### config.mk
export PLATFORM = sky130hd
export DESIGN_NAME = pc_seq_ctrl
export DESIGN_NICKNAME = d
export VERILOG_FILES = /design/src/rtl/pc_seq_ctrl.sv
export SDC_FILE = /design/constraint.sdc
export NUM_CORES = 1
export LEC_CHECK = 0
export BUFFER_PORTS_ARGS = -buffer_cell sky130_fd_sc_hd__buf_2
export CORE_ASPECT_RATIO = 0.75
export CORE_MARGIN = 2
export CORE_UTILIZATION = 48
export CTS_CLUSTER_SIZE = 16
export DETAILED_ROUTE_END_ITERATION = 8
export GPL_TIMING_DRIVEN = 0
export PLACE_DENSITY = 0.81
export SETUP_SLACK_MARGIN = 0.4
export SYNTH_ARGS = -nofsm -noshare
export SYNTH_HDL_FRONTEND = slang
export SYNTH_SLANG_ARGS = --single-unit
### constraint.sdc
create_clock -name clk -period 3.83 [get_ports clk]
set_input_delay 0.766 -clock clk [delete_from_list [all_inputs] [get_ports clk]]
set_output_delay 0.766 -clock clk [all_outputs]
set_load 0.05 [all_outputs]
### src/rtl/pc_seq_ctrl.sv
`default_nettype none
// ============================================================================
// Module      : pc_seq_ctrl
// Description : Program-counter sequencing controller. It drives the PC
//               register's enable and next value, issues instruction fetches,
//               arbitrates exception/jump/branch redirects, holds a single
//               pending redirect across wait/stall cycles, and substitutes the
//               exception vector for misaligned targets.
// Revision    : 1.0 - initial release
// ============================================================================
module pc_seq_ctrl #(
    parameter logic [31:0] RESET_VEC = 32'h0040_0000,
    parameter logic [31:0] EXC_VEC   = 32'h0040_0004
) (
    input  logic        clk,
    input  logic        rst,
    input  logic [31:0] pc_cur,
    output logic        pc_ena,
    output logic [31:0] pc_next,
    output logic        imem_req,
    input  logic        imem_ack,
    input  logic        stall,
    input  logic        br_take,
    input  logic [31:0] br_target,
    input  logic        jmp,
    input  logic [31:0] jmp_target,
    input  logic        exc,
    input  logic        halt,
    output logic        instr_valid,
    output logic        misalign,
    output logic        busy
);

    // ------------------------------------------------------------------------
    // State encoding
    // ------------------------------------------------------------------------
    localparam logic [1:0] S_BOOT  = 2'd0;
    localparam logic [1:0] S_FETCH = 2'd1;
    localparam logic [1:0] S_HALT  = 2'd2;

    // Redirect priority levels; a larger value wins.
    localparam logic [1:0] c_PRIO_NONE = 2'd0;
    localparam logic [1:0] c_PRIO_BR   = 2'd1;
    localparam logic [1:0] c_PRIO_JMP  = 2'd2;
    localparam logic [1:0] c_PRIO_EXC  = 2'd3;

    localparam logic [31:0] c_PC_STEP = 32'd4;

    // ------------------------------------------------------------------------
    // Declarations
    // ------------------------------------------------------------------------
    logic [1:0]  r_state;
    logic [1:0]  w_state_nxt;

    logic        r_pend_valid;
    logic [1:0]  r_pend_prio;
    logic [31:0] r_pend_target;

    logic        w_in_fetch;
    logic        w_accept;
    logic [1:0]  w_live_prio;
    logic [31:0] w_live_target;
    logic [31:0] w_seq_pc;
    logic [31:0] w_sel_target;
    logic        w_sel_misalign;
    logic [31:0] w_fetch_pc;
    logic        w_pend_load;

    // ------------------------------------------------------------------------
    // Datapath helpers
    // ------------------------------------------------------------------------
    assign w_in_fetch = (r_state == S_FETCH);

    // A fetch completes only when the pipeline is not stalled; ack during a
    // stall is deliberately ignored.
    assign w_accept   = w_in_fetch && !stall && imem_ack;

    // 32-bit addition wraps naturally from 32'hFFFF_FFFC to 32'h0000_0000.
    assign w_seq_pc   = pc_cur + c_PC_STEP;

    // Arbitrate the redirects presented in this cycle: exc > jmp > br_take.
    always_comb begin
        w_live_prio   = c_PRIO_NONE;
        w_live_target = w_seq_pc;
        if (exc) begin
            w_live_prio   = c_PRIO_EXC;
            w_live_target = EXC_VEC;
        end else if (jmp) begin
            w_live_prio   = c_PRIO_JMP;
            w_live_target = jmp_target;
        end else if (br_take) begin
            w_live_prio   = c_PRIO_BR;
            w_live_target = br_target;
        end
    end

    // Pick the PC to load: live redirect, then pending redirect, then pc+4.
    always_comb begin
        w_sel_target = w_seq_pc;
        if (w_live_prio != c_PRIO_NONE) begin
            w_sel_target = w_live_target;
        end else if (r_pend_valid) begin
            w_sel_target = r_pend_target;
        end
    end

    // A target that is not word aligned is replaced by the exception vector.
    assign w_sel_misalign = (w_sel_target[1:0] != 2'b00);
    assign w_fetch_pc     = w_sel_misalign ? EXC_VEC : w_sel_target;

    // A redirect seen while fetching but not accepting is remembered; a newer
    // one only displaces it when it is at least as important.
    assign w_pend_load = w_in_fetch && !w_accept &&
                         (w_live_prio != c_PRIO_NONE) &&
                         (!r_pend_valid || (w_live_prio >= r_pend_prio));

    // ------------------------------------------------------------------------
    // Pending redirect register: cleared on reset and whenever consumed.
    // ------------------------------------------------------------------------
    always_ff @(posedge clk) begin
        if (rst) begin
            r_pend_valid  <= 1'b0;
            r_pend_prio   <= c_PRIO_NONE;
            r_pend_target <= 32'h0000_0000;
        end else if (w_accept) begin
            r_pend_valid  <= 1'b0;
            r_pend_prio   <= c_PRIO_NONE;
            r_pend_target <= 32'h0000_0000;
        end else if (w_pend_load) begin
            r_pend_valid  <= 1'b1;
            r_pend_prio   <= w_live_prio;
            r_pend_target <= w_live_target;
        end
    end

    // ------------------------------------------------------------------------
    // FSM: state register
    // ------------------------------------------------------------------------
    always_ff @(posedge clk) begin
        if (rst) begin
            r_state <= S_BOOT;
        end else begin
            r_state <= w_state_nxt;
        end
    end

    // FSM: next-state logic. A halt alongside an accepted fetch still lets
    // that PC update happen this cycle, since the outputs are independent.
    always_comb begin
        w_state_nxt = r_state;
        case (r_state)
            S_BOOT:  w_state_nxt = S_FETCH;
            S_FETCH: w_state_nxt = halt ? S_HALT : S_FETCH;
            S_HALT:  w_state_nxt = S_HALT;
            default: w_state_nxt = S_BOOT;
        endcase
    end

    // FSM: output logic. Everything is held quiet while reset is asserted.
    always_comb begin
        pc_ena      = 1'b0;
        pc_next     = w_fetch_pc;
        imem_req    = 1'b0;
        instr_valid = 1'b0;
        misalign    = 1'b0;
        busy        = 1'b0;
        if (!rst) begin
            case (r_state)
                S_BOOT: begin
                    pc_ena  = 1'b1;
                    pc_next = RESET_VEC;
                end
                S_FETCH: begin
                    busy        = 1'b1;
                    imem_req    = !stall;
                    pc_ena      = w_accept;
                    instr_valid = w_accept;
                    misalign    = w_accept && w_sel_misalign;
                end
                default: begin
                    pc_ena = 1'b0;
                end
            endcase
        end
    end

endmodule
`default_nettype wire

[Word level (Yosys, flattened, before mapping)]
Index checks and enable logic that the tools add are counted.
Word-level totals
  bits in registers: 37
  latch bits: 0
  bits in writable memories: 0
  ROM bits: 0
  bits of input ports: 104
  output and inout bits: 37
  word-level logic and storage cells: 45
  memories: 0
Cells by class
  add/sub/neg operators: 1
  multipliers: 0
  div/mod/pow operators: 0
  magnitude comparators: 1
  eq/ne operators: 2
  shift operators: 0
  multiplexer cells: 23
  bitwise logic cells: 0
  reductions and logical operators: 14
Operator list (count)
  $mux 32: 8
  $add 32x3->32 const B: 1
  $mux 1: 10
  $logic_and 1x1->1: 6
  $mux 2: 3
  $pmux 2 s3: 1
  $reduce_bool 2->1: 2
  $logic_not 1->1: 3
  $eq 2x1->1 const B: 1
  $eq 2x2->1 const B: 1
  $ge 2x2->1: 1
  $logic_not 2->1: 1
  $pmux 1 s2: 1
  $reduce_or 2->1: 1
  $logic_or 1x1->1: 1

[Logic depth before layout (Yosys ltp)]
  depth after elaboration: 9
  gate-level depth with buffers: 12
  depth with buffers taken out: 8

[Worst setup path after synthesis]
No wires, ideal clock.
  path type: input port to output port
  start point: input br_take
  end point: output pc_next[4]
  arrival: 4.218 ns
  data required time: 3.064 ns
  slack: -1.154 ns
  stages: 7
  path buffers: 2
  path through: buf_2 > nor3_2 > buf_4 > o21ai_0 > o31ai_2 > o31ai_1 > a2111oi_0
Between the ends
  longest elaborated chain between the ends: 9
  elaborated cells on any way between the ends: 12
  those cells by class: mux (10); reduce/logical (2)
Ends and longest elaborated chain
  from (decl): line 23  | input logic br_take,
  $mux 1: line 91  | end else if (br_take) begin
  $mux 2: line 88  | end else if (jmp) begin
  $mux 2: line 85  | if (exc) begin
  $reduce_bool 2->1: line 100  | if (w_live_prio != c_PRIO_NONE) begin
  $mux 32 *: line 100
  $reduce_bool 2->1: line 108  | assign w_sel_misalign = (w_sel_target[1:0] != 2'b00);
  $mux 32 *: line 109  | assign w_fetch_pc = w_sel_misalign ? EXC_VEC : w_sel_target;
  $mux 32: line 168  | case (r_state)
  $mux 32 *: line 167  | if (!rst) begin
  to (decl): line 19  | output logic [31:0] pc_next,
Every way passes the cells marked *; elsewhere a longest branch is shown, timed or not.

[Worst setup path in the final report]
  start point: input exc
  end point: output pc_next[30]
Between the ends
  longest elaborated chain between the ends: 7
  elaborated cells on any way between the ends: 8
  those cells by class: mux (6); reduce/logical (2)
Ends and longest elaborated chain
  from (decl): line 27  | input logic exc,
  $mux 2: line 85
  $reduce_bool 2->1: line 100
  $mux 32 *: line 100
  $reduce_bool 2->1: line 108
  $mux 32 *: line 109
  $mux 32: line 168
  $mux 32 *: line 167
Marks and branches as above.

==> flow_summary.ini <==
[cts]
cts_hold_buffers = 0
ctsHtreeMaxLevel = 2
cts.sinks = 37
cts_buffer_depth = 2
cts.root.buffer_cell = clkbuf_8
clk_latency_ps = 300
cts_buffers = 5
cts_tree = built
clk_pin_slew_ps = 70

[placement]
dpl_worst_slack_ps = -235
place_area_um2 = 4090
portBuffers = 136
gp_congestion = 0.894
dp_hpwl_mm = 9.02

[timing]
hold_viol = 0
rsz0062_at_grt = yes
tns_ps = 0
slew_headroom_pct = 51.6
post-route-period-util_pct = 87.5
period_needed_ps = 3350
hold_ws_ps = 458
slew_viol_final = 0
fin_ws_ps = 478
finClkSkew_ps = 8.31
setup-violations-final = 0
clock.fmax_ghz = 0.298
worst_slew_pin_slew_ps = 721

[hold_path]
min_path_cells = 2
hp-class = register to register

[worst_setup_path]
start_kind = input pin
cp.arrival_ps = 2590
worstPathRequired_ps = 3060
r2r_slack_ps = 1620
r2r_cells = 5
critical_path_class = input pin to primary output
crit_path_end_kind = primary output
crit_fanout = 10

[floorplanning]
dieArea_um2 = 7150
ios = 141
die_height_um = 73.7
num_rows = 25
fp.dieW_um = 97.0
coreArea_um2 = 6290
start_util_pct = 49.5

[drt]
post_drt_via_cell_ratio = 6.10
drt_iter0_drc = 433
first_pass_iters = 5
routed_wl_mm = 12.2
ant_nets = 0
drcViolationCount = 0
avgRoutedWirePerCell_um = 17.9
vias = 4147

[synth]
yosysWarnings = 0
synth_cells = 448
ys_types = 49
synthFlopType = dfxtp_1
netlist_area_um2 = 3110
async_flop_share_pct = 0
ys_seq_area_share_pct = 23.8
synth_edf_count = 0
ys_ff_latch = 37
syn_area_per_cell_um2 = 6.94

[global_route]
grt_pass1_wl_mm = 18.6
grt_max_degree = 12
grt-busiest-layer = met2
grt_use_total_pct = 32.6
grt_util_met3_pct = 8.75
met2_usage_pct = 53.2
grtUsageMet1_pct = 43.3
overflow = 0
grt_pass1_vias = 3818
antenna_found_initial = 0

[finish]
area_growth_pct = 43.5
final_nets = 705
multi_input_area_um2 = 2450
nFillCells = 502
n_antenna_cell = 0
final_common_cell = buf_2
final_layout_size_suffix_gt1_share_pct = 35.4
design_area_um2 = 4460
mostFrequentLayoutCells = buf_2, nand2_1, nor2_1, a21oi_1, dfxtp_1
seq_area_um2 = 741
post-route-util_pct = 71.0

[power]
pwr_density_cell_nw_per_um2 = 292
p_leak_nw = 1.79
vdd_ir_drop_max_v = 0.000205

[outcome]
outcome = finished, final reports clean

[flow_run]
drv_cap = 0
==> where the power goes <==
group	switching [W]	internal, W	total (W)
Clock	0.000152	0.000213	0.000365
Sequential	0.0000157	0.000403	0.000419
Combinational	0.000337	0.000182	0.000519
Total	0.000505	0.000798	0.00130
==> metrics by stage <==
step | cells | total power [W]
global route | 680 | 0.00135
finish | 680 | 0.00130
global placement | 666 | 0.000882
CTS | 678 | 0.00126
detailed placement | 666 | 0.000892
floorplan | 449 | 0.000735
==> Yosys cell counts (4+ instances only) <==
library cell / instances / share of area [%]
xnor2_1: 5 / 1.4
nand2_1: 60 / 7.2
a21oi_1: 42 / 6.8
a221oi_1: 5 / 1.4
a211oi_1: 18 / 4.3
and3_1: 5 / 1.0
and2_1: 4 / 0.80
nand2b_1: 7 / 1.4
nor2b_1: 6 / 1.2
nor2_1: 50 / 6.0
nor3_1: 12 / 1.9
nand3_1: 15 / 2.4
a2111oi_0: 4 / 1.1
a22oi_1: 15 / 3.6
o22ai_1: 17 / 3.4
nand4_1: 9 / 1.8
o21ai_0: 18 / 2.9
xor2_1: 19 / 5.3
mux2i_1: 10 / 3.2
dfxtp_1: 37 / 24
inv_1: 10 / 1.2
clkbuf_1: 29 / 3.5
a31oi_1: 4 / 0.80
==> critical path: stages <==
cell,delay [ps]
buf_2,170
clkbuf_1,390
clkbuf_1,490
nor2_1,140
a21oi_1,300
a21oi_2,120
buf_4,200
==> registers in the layout, summed over array words and instances, names as in the netlist <==
| register | count |
|---|---|
| r_state | 2 |
| r_pend_target | 32 |
| r_pend_valid | 1 |
| r_pend_prio | 2 |
==> path summary, 6_finish.rpt <==
check,start,to
setup / recovery,exc,pc_next[30]
hold / removal,r_pend_target[28],r_pend_target[28]
setup reg to reg,r_state[0],r_pend_target[6]
hold reg to reg,r_pend_target[28],r_pend_target[28]
==> area by class of cell <==
class | instances | share of cell area (%)
buffer | 36 | 4.82
tap | 81 | 2.27
multi-input combinational | 366 | 54.8
inverter | 10 | 0.841
clock buffer | 7 | 1.93
sequential | 37 | 16.6
clock inverter | 1 | 0.673
timing repair buffer | 142 | 18.0
==> cell families (layout without fill, tap and decap cells) <==
| group | after synthesis | in the layout | synth area share [%] |
|---|---|---|---|
| and+or+nand+nor | 192 | 192 | 30.8 |
| DFF | 37 | 37 | 23.8 |
| AOI/OAI and AO/OA | 132 | 132 | 27.0 |
| other | 1 | 2 | 0.121 |
| xor gates and xnor gates | 24 | 24 | 6.76 |
| adders and majority gates | 3 | 3 | 1.21 |
| muxes | 13 | 13 | 4.30 |
| buffers and inverters | 46 | 196 | 5.99 |
==> layer usage <==
metal / part of all wire (%) / vias up / routed length, um
met5: 0 / - / 0
met3: 12 / 27 / 1470
met2: 45 / 253 / 5550
met1: 41 / 1956 / 5000
li1: - / 1911 / -
met4: 1.5 / 0 / 180
==> what timing repair did <==
action                     4_1_cts  5_1_grt
gates resized for setup         44       42
cloned                           0        0
setup buffers                    4        2
hold endpoints to repair         0        0
setup endpoints to repair       55       60
pin swaps                        2        6
No activity file was read; power rests on OpenSTA's default activity.
